## src/rtl/gen_reg_bank.sv

```systemverilog
// gen_reg_bank: bank of general-purpose output registers written from an
// asynchronous host strobe (WCLK). Writes land in shadow registers and a
// COMMIT strobe copies every shadow to GEN_OUT in one cycle; AUTO_COMMIT
// makes writes go straight through. Shadow contents are read back on RDATA.
module gen_reg_bank #(
  parameter int unsigned       DATA_W      = 16,
  parameter int unsigned       NUM_REGS    = 4,
  parameter int unsigned       ADDR_W      = 2,
  parameter int unsigned       SYNC_STAGES = 2,
  parameter logic [DATA_W-1:0] RESET_VAL   = '0,
  parameter bit                AUTO_COMMIT = 1'b0
) (
  input  logic                         clk,
  input  logic                         rst_n,
  input  logic                         WE,
  input  logic                         WCLK,
  input  logic [ADDR_W-1:0]            WADDR,
  input  logic [DATA_W-1:0]            WDATA,
  input  logic                         COMMIT,
  input  logic                         CLR_ERR,
  input  logic [ADDR_W-1:0]            RADDR,
  output logic [DATA_W-1:0]            RDATA,
  output logic [NUM_REGS*DATA_W-1:0]   GEN_OUT,
  output logic                         WR_ACK,
  output logic                         PENDING,
  output logic                         ERR
);

  localparam int unsigned     ARM_CYCLES  = SYNC_STAGES + 1;
  localparam int unsigned     ARM_W       = $clog2(ARM_CYCLES + 1);
  localparam logic [ADDR_W:0] LP_NUM_REGS = (ADDR_W + 1)'(NUM_REGS);

  logic [ARM_W-1:0]       r_arm_cnt;
  logic [SYNC_STAGES-1:0] r_wclk_sync;
  logic [SYNC_STAGES-1:0] r_commit_sync;
  logic                   r_wclk_prev;
  logic                   r_commit_prev;
  logic [DATA_W-1:0]      r_shadow [NUM_REGS];
  logic [DATA_W-1:0]      r_active [NUM_REGS];
  logic [DATA_W-1:0]      r_rdata;
  logic                   r_wr_ack;
  logic                   r_pending;
  logic                   r_err;

  logic                   w_armed;
  logic                   w_wr_edge;
  logic                   w_cm_edge;
  logic                   w_addr_ok;
  logic                   w_wr_accept;
  logic                   w_wr_error;
  logic [DATA_W-1:0]      w_rd_word;

  // Arming counter: strobe edges are ignored until it saturates after reset.
  always_ff @(posedge clk or negedge rst_n) begin
    if (!rst_n) begin
      r_arm_cnt <= '0;
    end else if (!w_armed) begin
      r_arm_cnt <= r_arm_cnt + 1'b1;
    end
  end

  assign w_armed = (r_arm_cnt == ARM_W'(ARM_CYCLES));

  // Synchronise WCLK and COMMIT and keep the previous synced level for edge detection.
  // The previous-level flops track even while unarmed, so a strobe held high
  // across reset release never looks like a fresh edge once armed.
  always_ff @(posedge clk or negedge rst_n) begin
    if (!rst_n) begin
      r_wclk_sync   <= '0;
      r_commit_sync <= '0;
      r_wclk_prev   <= 1'b0;
      r_commit_prev <= 1'b0;
    end else begin
      r_wclk_sync   <= {r_wclk_sync[SYNC_STAGES-2:0], WCLK};
      r_commit_sync <= {r_commit_sync[SYNC_STAGES-2:0], COMMIT};
      r_wclk_prev   <= r_wclk_sync[SYNC_STAGES-1];
      r_commit_prev <= r_commit_sync[SYNC_STAGES-1];
    end
  end

  assign w_wr_edge   = w_armed & r_wclk_sync[SYNC_STAGES-1] & ~r_wclk_prev;
  assign w_cm_edge   = w_armed & r_commit_sync[SYNC_STAGES-1] & ~r_commit_prev
                       & (AUTO_COMMIT == 1'b0);
  assign w_addr_ok   = ({1'b0, WADDR} < LP_NUM_REGS);
  assign w_wr_accept = w_wr_edge & WE & w_addr_ok;
  assign w_wr_error  = w_wr_edge & WE & ~w_addr_ok;

  // Shadow registers: updated by every accepted host write.
  always_ff @(posedge clk or negedge rst_n) begin
    if (!rst_n) begin
      for (int unsigned i = 0; i < NUM_REGS; i++) begin
        r_shadow[i] <= RESET_VAL;
      end
    end else if (w_wr_accept) begin
      for (int unsigned i = 0; i < NUM_REGS; i++) begin
        if (WADDR == ADDR_W'(i)) begin
          r_shadow[i] <= WDATA;
        end
      end
    end
  end

  // Active registers: written through in auto mode, otherwise bulk-copied on commit.
  // A commit coinciding with a write copies the shadow as it was before that write.
  always_ff @(posedge clk or negedge rst_n) begin
    if (!rst_n) begin
      for (int unsigned i = 0; i < NUM_REGS; i++) begin
        r_active[i] <= RESET_VAL;
      end
    end else if (AUTO_COMMIT) begin
      if (w_wr_accept) begin
        for (int unsigned i = 0; i < NUM_REGS; i++) begin
          if (WADDR == ADDR_W'(i)) begin
            r_active[i] <= WDATA;
          end
        end
      end
    end else if (w_cm_edge) begin
      for (int unsigned i = 0; i < NUM_REGS; i++) begin
        r_active[i] <= r_shadow[i];
      end
    end
  end

  // Status flags: write acknowledge, uncommitted-data flag and sticky address error.
  // A write in the commit cycle keeps PENDING set; an error write beats CLR_ERR.
  always_ff @(posedge clk or negedge rst_n) begin
    if (!rst_n) begin
      r_wr_ack  <= 1'b0;
      r_pending <= 1'b0;
      r_err     <= 1'b0;
    end else begin
      r_wr_ack <= w_wr_accept;
      if (AUTO_COMMIT) begin
        r_pending <= 1'b0;
      end else if (w_wr_accept) begin
        r_pending <= 1'b1;
      end else if (w_cm_edge) begin
        r_pending <= 1'b0;
      end
      if (w_wr_error) begin
        r_err <= 1'b1;
      end else if (CLR_ERR) begin
        r_err <= 1'b0;
      end
    end
  end

  // Readback mux: addresses beyond the bank read as zero.
  always_comb begin
    w_rd_word = '0;
    for (int unsigned i = 0; i < NUM_REGS; i++) begin
      if (RADDR == ADDR_W'(i)) begin
        w_rd_word = r_shadow[i];
      end
    end
  end

  // Registered readback of the selected shadow word.
  always_ff @(posedge clk or negedge rst_n) begin
    if (!rst_n) begin
      r_rdata <= '0;
    end else begin
      r_rdata <= w_rd_word;
    end
  end

  generate
    for (genvar g = 0; g < NUM_REGS; g++) begin : g_out
      assign GEN_OUT[g*DATA_W +: DATA_W] = r_active[g];
    end
  endgenerate

  assign RDATA   = r_rdata;
  assign WR_ACK  = r_wr_ack;
  assign PENDING = r_pending;
  assign ERR     = r_err;

endmodule

```

## config.mk

```make
export PLATFORM = sky130hd
export DESIGN_NAME = gen_reg_bank
export DESIGN_NICKNAME = d
export VERILOG_FILES = /design/src/rtl/gen_reg_bank.sv
export SDC_FILE = /design/constraint.sdc
export NUM_CORES = 1
export LEC_CHECK = 0
export CAP_MARGIN = 20
export CORE_ASPECT_RATIO = 1.75
export CORE_MARGIN = 2
export CORE_UTILIZATION = 25
export CTS_BUF_LIST = sky130_fd_sc_hd__clkbuf_4 sky130_fd_sc_hd__clkbuf_8
export CTS_CLUSTER_SIZE = 12
export DETAILED_ROUTE_END_ITERATION = 10
export GPL_TIMING_DRIVEN = 0
export SLEW_MARGIN = 0
export SYNTH_ARGS = -nofsm -noshare
export SYNTH_HDL_FRONTEND = slang
export SYNTH_SLANG_ARGS = --single-unit
```

## constraint.sdc

```tcl
create_clock -name clk -period 2.2 [get_ports clk]
set_clock_uncertainty 0.15 [all_clocks]
set_input_delay 0.44 -clock clk [delete_from_list [all_inputs] [get_ports clk]]
set_output_delay 0.44 -clock clk [all_outputs]
set_load 0.02 [all_outputs]
```

# Word level (Yosys, flattened, before mapping)
# Index checks and enable logic that the tools add are counted.
# classes
add_sub_neg	1
eq_ne	7
mux	6
n_bitwise	7
n_reduce_logical	7
# op_table
operator	n
16-bit two-way mux	4
2-bit equality test (second input constant)	5
2-bit AND reduction	4
1-bit AND	5
2-bit by 1-bit equality test with 1-bit output (second input constant)	2
2-bit zero test	2
2-bit by 1-bit adder with 2-bit output (second input constant)	1
1-bit two-way mux	2
1-bit inverter	2
2-bit nonzero test	1
# word_totals
regBits	154
inputBits	26
out_inout_bits	83
word_cells	44

# Depth between registers and ports, before layout
# depth
word_depth	5
depth_mapped	6
ltp_nobuf	4

# Least setup slack after synthesis
# OpenSTA, ideal clock, no wires.
# synth_path
path_type	register to register
startpoint	reg r_arm_cnt[0]
endpoint	reg r_shadow[37] (netlist bit)
setup_time_ps	125
arrival_ps	1721
required_time_ps	1925
path_slack_ps	204
stages_incl_launch_ff	6
n_path_buf	1
synth_period_minus_slack_ps	1996
path_cell_list	dfrtp_1 -> ha_1 -> nand4b_4 -> nor3b_2 -> buf_6 -> mux2_2
# synth_via
elab_chain_cells	5
# synth_lines
element	line_no	text
start: declaration	33	logic [ARM_W-1:0] r_arm_cnt;
start signal: assignment	58	r_arm_cnt <= r_arm_cnt + 1'b1;
2-bit equality test	62	assign w_armed = (r_arm_cnt == ARM_W'(ARM_CYCLES));
1-bit AND (2 in a row)	81	assign w_wr_edge = w_armed & r_wclk_sync[SYNC_STAGES-1] & ~r_wclk_prev;
1-bit AND	n/a	
2-bit AND reduction (no source line)	n/a	
end signal: indexed assignment	92	r_shadow[i] <= RESET_VAL;
end signal: indexed assignment	97	r_shadow[i] <= WDATA;
end: declaration	38	logic [DATA_W-1:0] r_shadow [NUM_REGS];
# Every way passes these cells.
# A chain may end at the register's enable or synchronous reset.

# Worst setup path in the final report
# layout_path
startpoint	reg r_arm_cnt[0]
endpoint	reg r_shadow[61] (netlist bit)
# The elaborated chain is that of the path after synthesis.

==> summary.txt <==
OUTCOME
------------------------------------------------------------------------------------------
Run status                                                                    finished, final reports clean

SYNTH
------------------------------------------------------------------------------------------
Xor-xnor portion of the synthesized cell area                                     0.001477
Number of synthesized flops with an enable pin                                           0
Seq cells post-synth                                                                   154
Post-synthesis cell count                                                              329
Share of cell area taken by muxes after synthesis                                   0.3121
Netlist area before placement                                                     5929 um2
Fraction of the mapped netlist area in compound gates                                    0
Primary FF master, synth                                                      sky130_fd_sc_hd__dfrtp_1
Share of the synthesized area in the top cell type                                  0.6499
Syn Area/Cell                                                                    18.02 um2
Leading cell type by number of instances after synthesis                      sky130_fd_sc_hd__dfrtp_1
Top cell types by occurrence after synthesis                                  sky130_fd_sc_hd__dfrtp_1 (154), sky130_fd_sc_hd__mux2_2 (119), sky130_fd_sc_hd__mux4_2 (16)
Simple-Gate Fraction of Synth Area                                                 0.01350
Largest cells by area after synthesis                                         sky130_fd_sc_hd__dfrtp_1 (65%), sky130_fd_sc_hd__mux2_2 (23%), sky130_fd_sc_hd__mux4_2 (6.1%), sky130_fd_sc_hd__mux2_4 (2.5%), sky130_fd_sc_hd__buf_2 (0.68%)
Largest area contributor in the netlist                                       sky130_fd_sc_hd__dfrtp_1
Share of synthesized cell area in full adder, half adder and majority cells       0.002110
Sequential fraction of the synthesis area                                           0.6499
Ys Warns                                                                                 0
Synth unique cells                                                                      19
Synth async-reset ratio                                                              1.000
Net count after synthesis                                                              356
Dominant combinational cell family by area after synthesis                    multiplexers

FLOORPLAN
------------------------------------------------------------------------------------------
Area of the die                                                                 25,010 um2
Row Count                                                                               74
Die extent in y                                                                   207.7 um
Horiz. Die Dim                                                                    120.4 um
Effective utilization at floorplan                                                  0.2541
I/O Pins                                                                               109
Core footprint                                                                  23,330 um2

TIMING
------------------------------------------------------------------------------------------
RSZ-0062 raised after global routing                                                    no
Time the final worst path needs with I/O delays and setup                         2.087 ns
Number of hold-slack violations in the final timing report                               0
Final setup violation count                                                              0
Count of pins over their slew limit                                                      0
Max-Slew Margin vs Limit                                                            0.4177
Slew at the pin closest to its max-slew limit                                    0.8734 ns
Final worst-path cycle share                                                        0.9486
Achievable clock frequency                                                       479.2 MHz

GRT
------------------------------------------------------------------------------------------
Vias in the first global route                                                       3,757
Congestion Overflow GR                                                                   0
Global router's overall resource usage                                              0.1258
Global-route wire length before repair                                           22,780 um
Antenna violations before repair                                                         0
Maximum number of pins on one net before global-route repair                            90

FINISH
------------------------------------------------------------------------------------------
Layout cell share with drive strength beyond 1                                      0.4322
Number of nets in the finished design                                                  487
Final std cell area, no fill                                                      7884 um2
Number of inserted diodes                                                                0
Area Overhead vs Synth                                                              32.96%

CLOCK NETWORK
------------------------------------------------------------------------------------------
CTS tree                                                                               yes
Number of buffers inserted during clock tree synthesis                                  17
Buffer cell driving the clock tree root                                       sky130_fd_sc_hd__clkbuf_8
Number of buffers on the longest clock path                                              2
Clock slew seen by the registers of the worst setup and hold paths                 0.08 ns
CTS H-tree depth                                                                         4
CTS sink cnt                                                                           154
Insertion delay to the later sink of the worst-skew pair                           0.45 ns

ROUTING
------------------------------------------------------------------------------------------
Drt via density                                                                      4.304
Number of DRC violations after detailed routing                                          0
Iteration-0 DRC count of the detailed router                                           155
Vias                                                                                 3,340
Routed wire per std cell                                                          19.23 um
Final routed wirelength across all metal layers                                  14,920 um
Number of optimization iterations in the first detailed-route pass                       4
ANT nets after route                                                                     0

PLACE
------------------------------------------------------------------------------------------
Dpl cell area                                                                     7380 um2
Weighted congestion reported at the end of routability-driven placement             0.6676
HPWL after detailed placement                                                    10,410 um
Total of buffers placed on input and output ports                                      104

CRITICAL PATH
------------------------------------------------------------------------------------------
Worst reg-to-reg setup slack                                                       0.11 ns
Kind of cell with the highest combined delay on the critical path             simple AND/OR/NAND/NOR gates
Data arrival time of the critical path                                             2.27 ns
Sequence of cells on the critical path                                        ha_4 > nand4b_4 > or3_1 > buf_6 > buf_12 > mux2_4
CP bufs+invs                                                                             2
Critical R2R Launch                                                           r_arm_cnt[0]$_DFFE_PN0P_
Crit Reg-Reg Endpoint                                                         r_shadow[61]$_DFFE_PN0P_
Crit Path Max Fanout                                                                    10
Setup CP Type                                                                 flop to flop
Slowest stage cell on the critical path                                       sky130_fd_sc_hd__dfrtp_1
Largest stage delay, worst path                                                    0.42 ns
Req. time, crit path                                                               2.38 ns
Crit start category                                                                   flop
Crit end category                                                                     flop
Reg2reg path depth                                                                       6

POWER AND IR DROP
------------------------------------------------------------------------------------------
Maximum VDD drop                                                               0.0005253 V
Power per cell area                                                            1120 nW/um2
Final Power                                                                       8.830 mW
Cell leakage power                                                                3.374 nW

FLOW RUN
------------------------------------------------------------------------------------------
Number of max-capacitance violations reported                                            0

MIN PATH
------------------------------------------------------------------------------------------
Instance count along the most critical hold path                                         0
Sink of the worst hold path                                                   r_commit_sync[1]$_DFF_PN0_
Start point of the worst hold path                                            r_commit_sync[0]$_DFF_PN0_
Hold WC Path Type                                                             flop to flop

metal layers:
layer	GRT usage	vias up	wire, um	share of wire
li1	-	1452	-	-
met1	0.1380	1776	5685	0.38
met2	0.2258	87	8241	0.55
met3	0.03297	25	663	0.044
met4	0.05293	0	330	0.022
met5	0	-	0	0
cell families (layout without fill, tap and decap cells):
family	count (synthesis)	count (layout)
muxes	145	145
and+or+nand+nor	9	9
DFF	154	154
xor gates and xnor gates	1	1
adders and majority gates	1	1
other	1	1
buffers and inverters	18	161
power by group:
part	internal, mW	switching (mW)	total, mW
registers	3.57	0.445	4.01
logic	1.45	1.14	2.59
clock network	1.17	1.06	2.23
total	6.19	2.64	8.83
worst register-to-register path, cell delays in order, from the launching register on:
cell,delay [ns]
sky130_fd_sc_hd__dfrtp_1,0.42
sky130_fd_sc_hd__ha_4,0.20
sky130_fd_sc_hd__nand4b_4,0.19
sky130_fd_sc_hd__or3_1,0.37
sky130_fd_sc_hd__buf_6,0.16
sky130_fd_sc_hd__buf_12,0.17
sky130_fd_sc_hd__mux2_4,0.31
what timing repair did:
item	CTS	global route
setup buffers	6	0
endpoints found under the setup margin	101	8
endpoints found under the hold margin	65	0
hold buffers	1	0
pin swaps	3	1
resized for setup	9	1
metrics by stage:
stage | hold slack (ns) | utilization | std cells | setup WS (ns) | setup TNS [ns]
3_5_place_dp | 0.1847 | 0.3163 | 738 | -0.7394 | -38.16
3_3_place_gp | 0.1834 | 0.3150 | 737 | -5.516 | -882.82
6_report | 0.2021 | 0.3379 | 776 | 0.1131 | 0
5_1_grt | 0.2124 | 0.3379 | 776 | 0.02613 | 0
4_1_cts | 0.2042 | 0.3375 | 776 | 0.04242 | 0
2_1_floorplan | -0.005591 | - | 329 | 0.2044 | 0
cell usage in the layout (no fill, tap or decap), types with 2 or more instances in the layout:
cell type                           n
sky130_fd_sc_hd__buf_2              5
sky130_fd_sc_hd__buf_4             10
sky130_fd_sc_hd__buf_6              4
sky130_fd_sc_hd__bufinv_16          3
sky130_fd_sc_hd__clkbuf_1           2
sky130_fd_sc_hd__clkbuf_2           2
sky130_fd_sc_hd__clkbuf_4           2
sky130_fd_sc_hd__clkbuf_8          18
sky130_fd_sc_hd__clkdlybuf4s50_1  103
sky130_fd_sc_hd__clkinv_2           2
sky130_fd_sc_hd__clkinvlp_4         5
sky130_fd_sc_hd__dfrtp_1          154
sky130_fd_sc_hd__mux2_2           119
sky130_fd_sc_hd__mux2_4            10
sky130_fd_sc_hd__mux4_2            16
sky130_fd_sc_hd__nand2_1            3
sky130_fd_sc_hd__nor3b_4            2
layout make-up:
type,count,area [um2]
Timing Repair Buffer,112,1125
Multi-Input combinational cell,157,1986
Clock buffer,20,262.8
Sequential cell,154,3854
Inverter,1,3.754
Fill cell,2322,15450
Clock inverter,11,146.4
Tap cell,304,380.4
Buffer,17,126.4
sequential cells by signal (all words and copies together) (netlist names):
name           cells
r_commit_prev      1
RDATA             16
r_shadow          64
WR_ACK             1
r_commit_sync      2
PENDING            1
r_wclk_prev        1
r_wclk_sync        2
r_arm_cnt          2
GEN_OUT           64
worst max path at each step:
stage	to	depth (start not counted)	slack, ns	from
after floorplan	r_shadow[37]$_DFFE_PN0P_	5	0.20	r_arm_cnt[0]$_DFFE_PN0P_
after global placement	r_shadow[50]$_DFFE_PN0P_	1	-5.52	rst_n
after detailed placement	r_shadow[39]$_DFFE_PN0P_	5	-0.74	WE
after CTS	GEN_OUT[19]	1	0.04	GEN_OUT[19]$_DFFE_PN0P_
after global routing	GEN_OUT[39]	1	0.03	GEN_OUT[39]$_DFFE_PN0P_
final	r_shadow[61]$_DFFE_PN0P_	6	0.11	r_arm_cnt[0]$_DFFE_PN0P_
(Power assumes the default switching activity.)
==> variant, RTL diff (config.mk and constraints unchanged) <==
Reset style: synchronous (`rst_n`), changed in 6 clocked blocks. Comments in the files are not updated.
--- a/src/rtl/gen_reg_bank.sv
+++ b/src/rtl/gen_reg_bank.sv
@@ -52,5 +52,5 @@
 
   // Arming counter: strobe edges are ignored until it saturates after reset.
-  always_ff @(posedge clk or negedge rst_n) begin
+  always_ff @(posedge clk) begin
     if (!rst_n) begin
       r_arm_cnt <= '0;
@@ -65,5 +65,5 @@
   // The previous-level flops track even while unarmed, so a strobe held high
   // across reset release never looks like a fresh edge once armed.
-  always_ff @(posedge clk or negedge rst_n) begin
+  always_ff @(posedge clk) begin
     if (!rst_n) begin
       r_wclk_sync   <= '0;
@@ -87,5 +87,5 @@
 
   // Shadow registers: updated by every accepted host write.
-  always_ff @(posedge clk or negedge rst_n) begin
+  always_ff @(posedge clk) begin
     if (!rst_n) begin
       for (int unsigned i = 0; i < NUM_REGS; i++) begin
@@ -103,5 +103,5 @@
   // Active registers: written through in auto mode, otherwise bulk-copied on commit.
   // A commit coinciding with a write copies the shadow as it was before that write.
-  always_ff @(posedge clk or negedge rst_n) begin
+  always_ff @(posedge clk) begin
     if (!rst_n) begin
       for (int unsigned i = 0; i < NUM_REGS; i++) begin
@@ -125,5 +125,5 @@
   // Status flags: write acknowledge, uncommitted-data flag and sticky address error.
   // A write in the commit cycle keeps PENDING set; an error write beats CLR_ERR.
-  always_ff @(posedge clk or negedge rst_n) begin
+  always_ff @(posedge clk) begin
     if (!rst_n) begin
       r_wr_ack  <= 1'b0;
@@ -158,5 +158,5 @@
 
   // Registered readback of the selected shadow word.
-  always_ff @(posedge clk or negedge rst_n) begin
+  always_ff @(posedge clk) begin
     if (!rst_n) begin
       r_rdata <= '0;
Behaviour: not the same (a bounded check fails within 10 cycles, from zero or initial values and one cycle with rst_n low; the reset may be asserted at any time).
==> variant against the original RTL <==
Global-route usage up 0.43 points. Synthesized cell count up 26%. Worst setup slack lost 0.092 ns. Cell area increased by 4.3%. Sequential cell count is the same. Wire length is 12% higher. Sequential share of layout area is 4.2 points higher. Area after synthesis up 6.2%. Non-clock buffer count up 17.
Power is not compared: it rests on default switching activity, and its combinational part moved more than twofold at a synthesized area within 25%.
==> variant: results (changes against the original RTL) <==
status: "finished clean"
post-cts-setup-buffers: 0  # -6
grt_usage_pct: 13.01  # +0.43 points
crit_family: "compound AO/OA/AOI/OAI gates"
post-place-cells: 835  # +13%
reg2reg_slack_ns: 0.02  # -0.09 ns
r2r-start: "r_arm_cnt[0]"
dp_hpwl_um: 12790  # +23%
slowest_delay_ns: 0.52  # +0.10 ns
pre_cts_ws_ns: -0.6445  # +0.09492 ns
clock_latency_ns: 0.47  # +0.02 ns
fmax_mhz: 459.0  # -4.2%
drt-initial-drc-count: 255  # +65%
cts_resized: 1  # -8
diodes: 0  # unchanged
viasPerCell: 4.464  # +3.7%
async_reset_ff_share_pct: 0  # -100 points
numPortBuffers: 105  # +0.96%
grt_max_degree: 65  # -28%
synthTopCellsByCount: "edfxtp_1 (128), and2_1 (71), nor4_2 (40)"
grt_pass1_vias: 4158  # +11%
placed_cell_area_um2: 7787  # +5.5%
synth_edf_count: 128  # +128
holdCritPathClass: "in2reg"
drive_gt1_share_pct: 19.82  # -23 points
synth_cell_type_count: 26  # +7
synth_nets: 441  # +24%
clockRootBuffer: "clkbuf_8"
worstRegToRegCells: 4  # -2
synth_fa_ha_area_share_pct: 0.1987  # -0.012 points
grt_pass1_wl_um: 24760  # +8.7%
ys_top_cells_by_area: "edfxtp_1 (61%), dfxtp_1 (8.3%), nor4_2 (7.9%)"
final_nets: 569  # +17%
max-slew-margin-rel_pct: 48.66  # +6.9 points
cts_buffer_depth: 2  # unchanged
cp_max_fo: 9  # -1
yosysMostFrequentCell: "edfxtp_1"
synth_compound_area_share_pct: 2.046  # +2.0 points
place_congestion: 0.8612  # +29%
synth_mux_area_share_pct: 5.245  # -26 points
seq_area_frac_synth_pct: 69.30  # +4.3 points
crit_path_top_delay_cell: "o21ai_2"
syn_avg_cell_area_um2: 15.21  # -16%
cp-endpoint: "r_shadow[0][12]"
arrival_ns: 2.19  # -0.08 ns
fin_cells: 867  # +12%
-- variant: changes by cell type in the layout (fill, tap and decap cells not counted), moves of 33 or more --
cell / change
and2_1: +71
nor4_2: +40
mux2i_1: +33
mux2_2: -119
dfrtp_1: -154
edfxtp_1: +128
-- variant: power groups by stage --
stage	Combinational (uW)	Sequential [uW]	Clock (uW)
3_3_place_gp	574	3390	0
6_report	593	3320	2250
4_1_cts	596	3320	2300
2_1_floorplan	230	3450	0
3_5_place_dp	594	3390	0
5_1_grt	627	3330	2400
-- variant: how the worst min path moves through the flow --
stage                                 from                to  slack (ns)  depth (start not counted)
after global routing              RADDR[0]          RDATA[3]        0.29                          3
after detailed placement  r_commit_sync[0]  r_commit_sync[1]        0.27                          1
after CTS                         RADDR[0]          RDATA[3]        0.24                          3
final                             RADDR[0]          RDATA[3]        0.27                          3
after global placement    r_commit_sync[0]  r_commit_sync[1]        0.26                          1
after floorplan           r_commit_sync[0]  r_commit_sync[1]        0.26                          1
-- variant: worst min-delay path, stage by stage --
cell	delay (ns)
buf_2	0.14
mux2i_1	0.09
o22ai_1	0.17
-- variant: layer usage --
| metal | share of wire, % | routed length [um] | up-vias | global-route usage (%) |
|---|---|---|---|---|
| met1 | 36 | 5933 | 1864 | 13.31 |
| met2 | 52 | 8638 | 154 | 22.53 |
| met4 | 7.3 | 1216 | 0 | 9.700 |
| li1 | - | - | 1803 | - |
| met5 | 0 | 0 | - | 0 |
| met3 | 5.2 | 873 | 49 | 2.849 |
-- variant: layout make-up --
type                    instances  area (um^2)
well taps                     312        390.4
plain buffers                  37        207.7
clock inverters                15        172.7
clock buffers                  17        234.0
multi-input cells             206         1694
repair buffers                109         1092
inverters                      17        63.81
flip-flops and latches        154         4364
fillers                      2388        16500
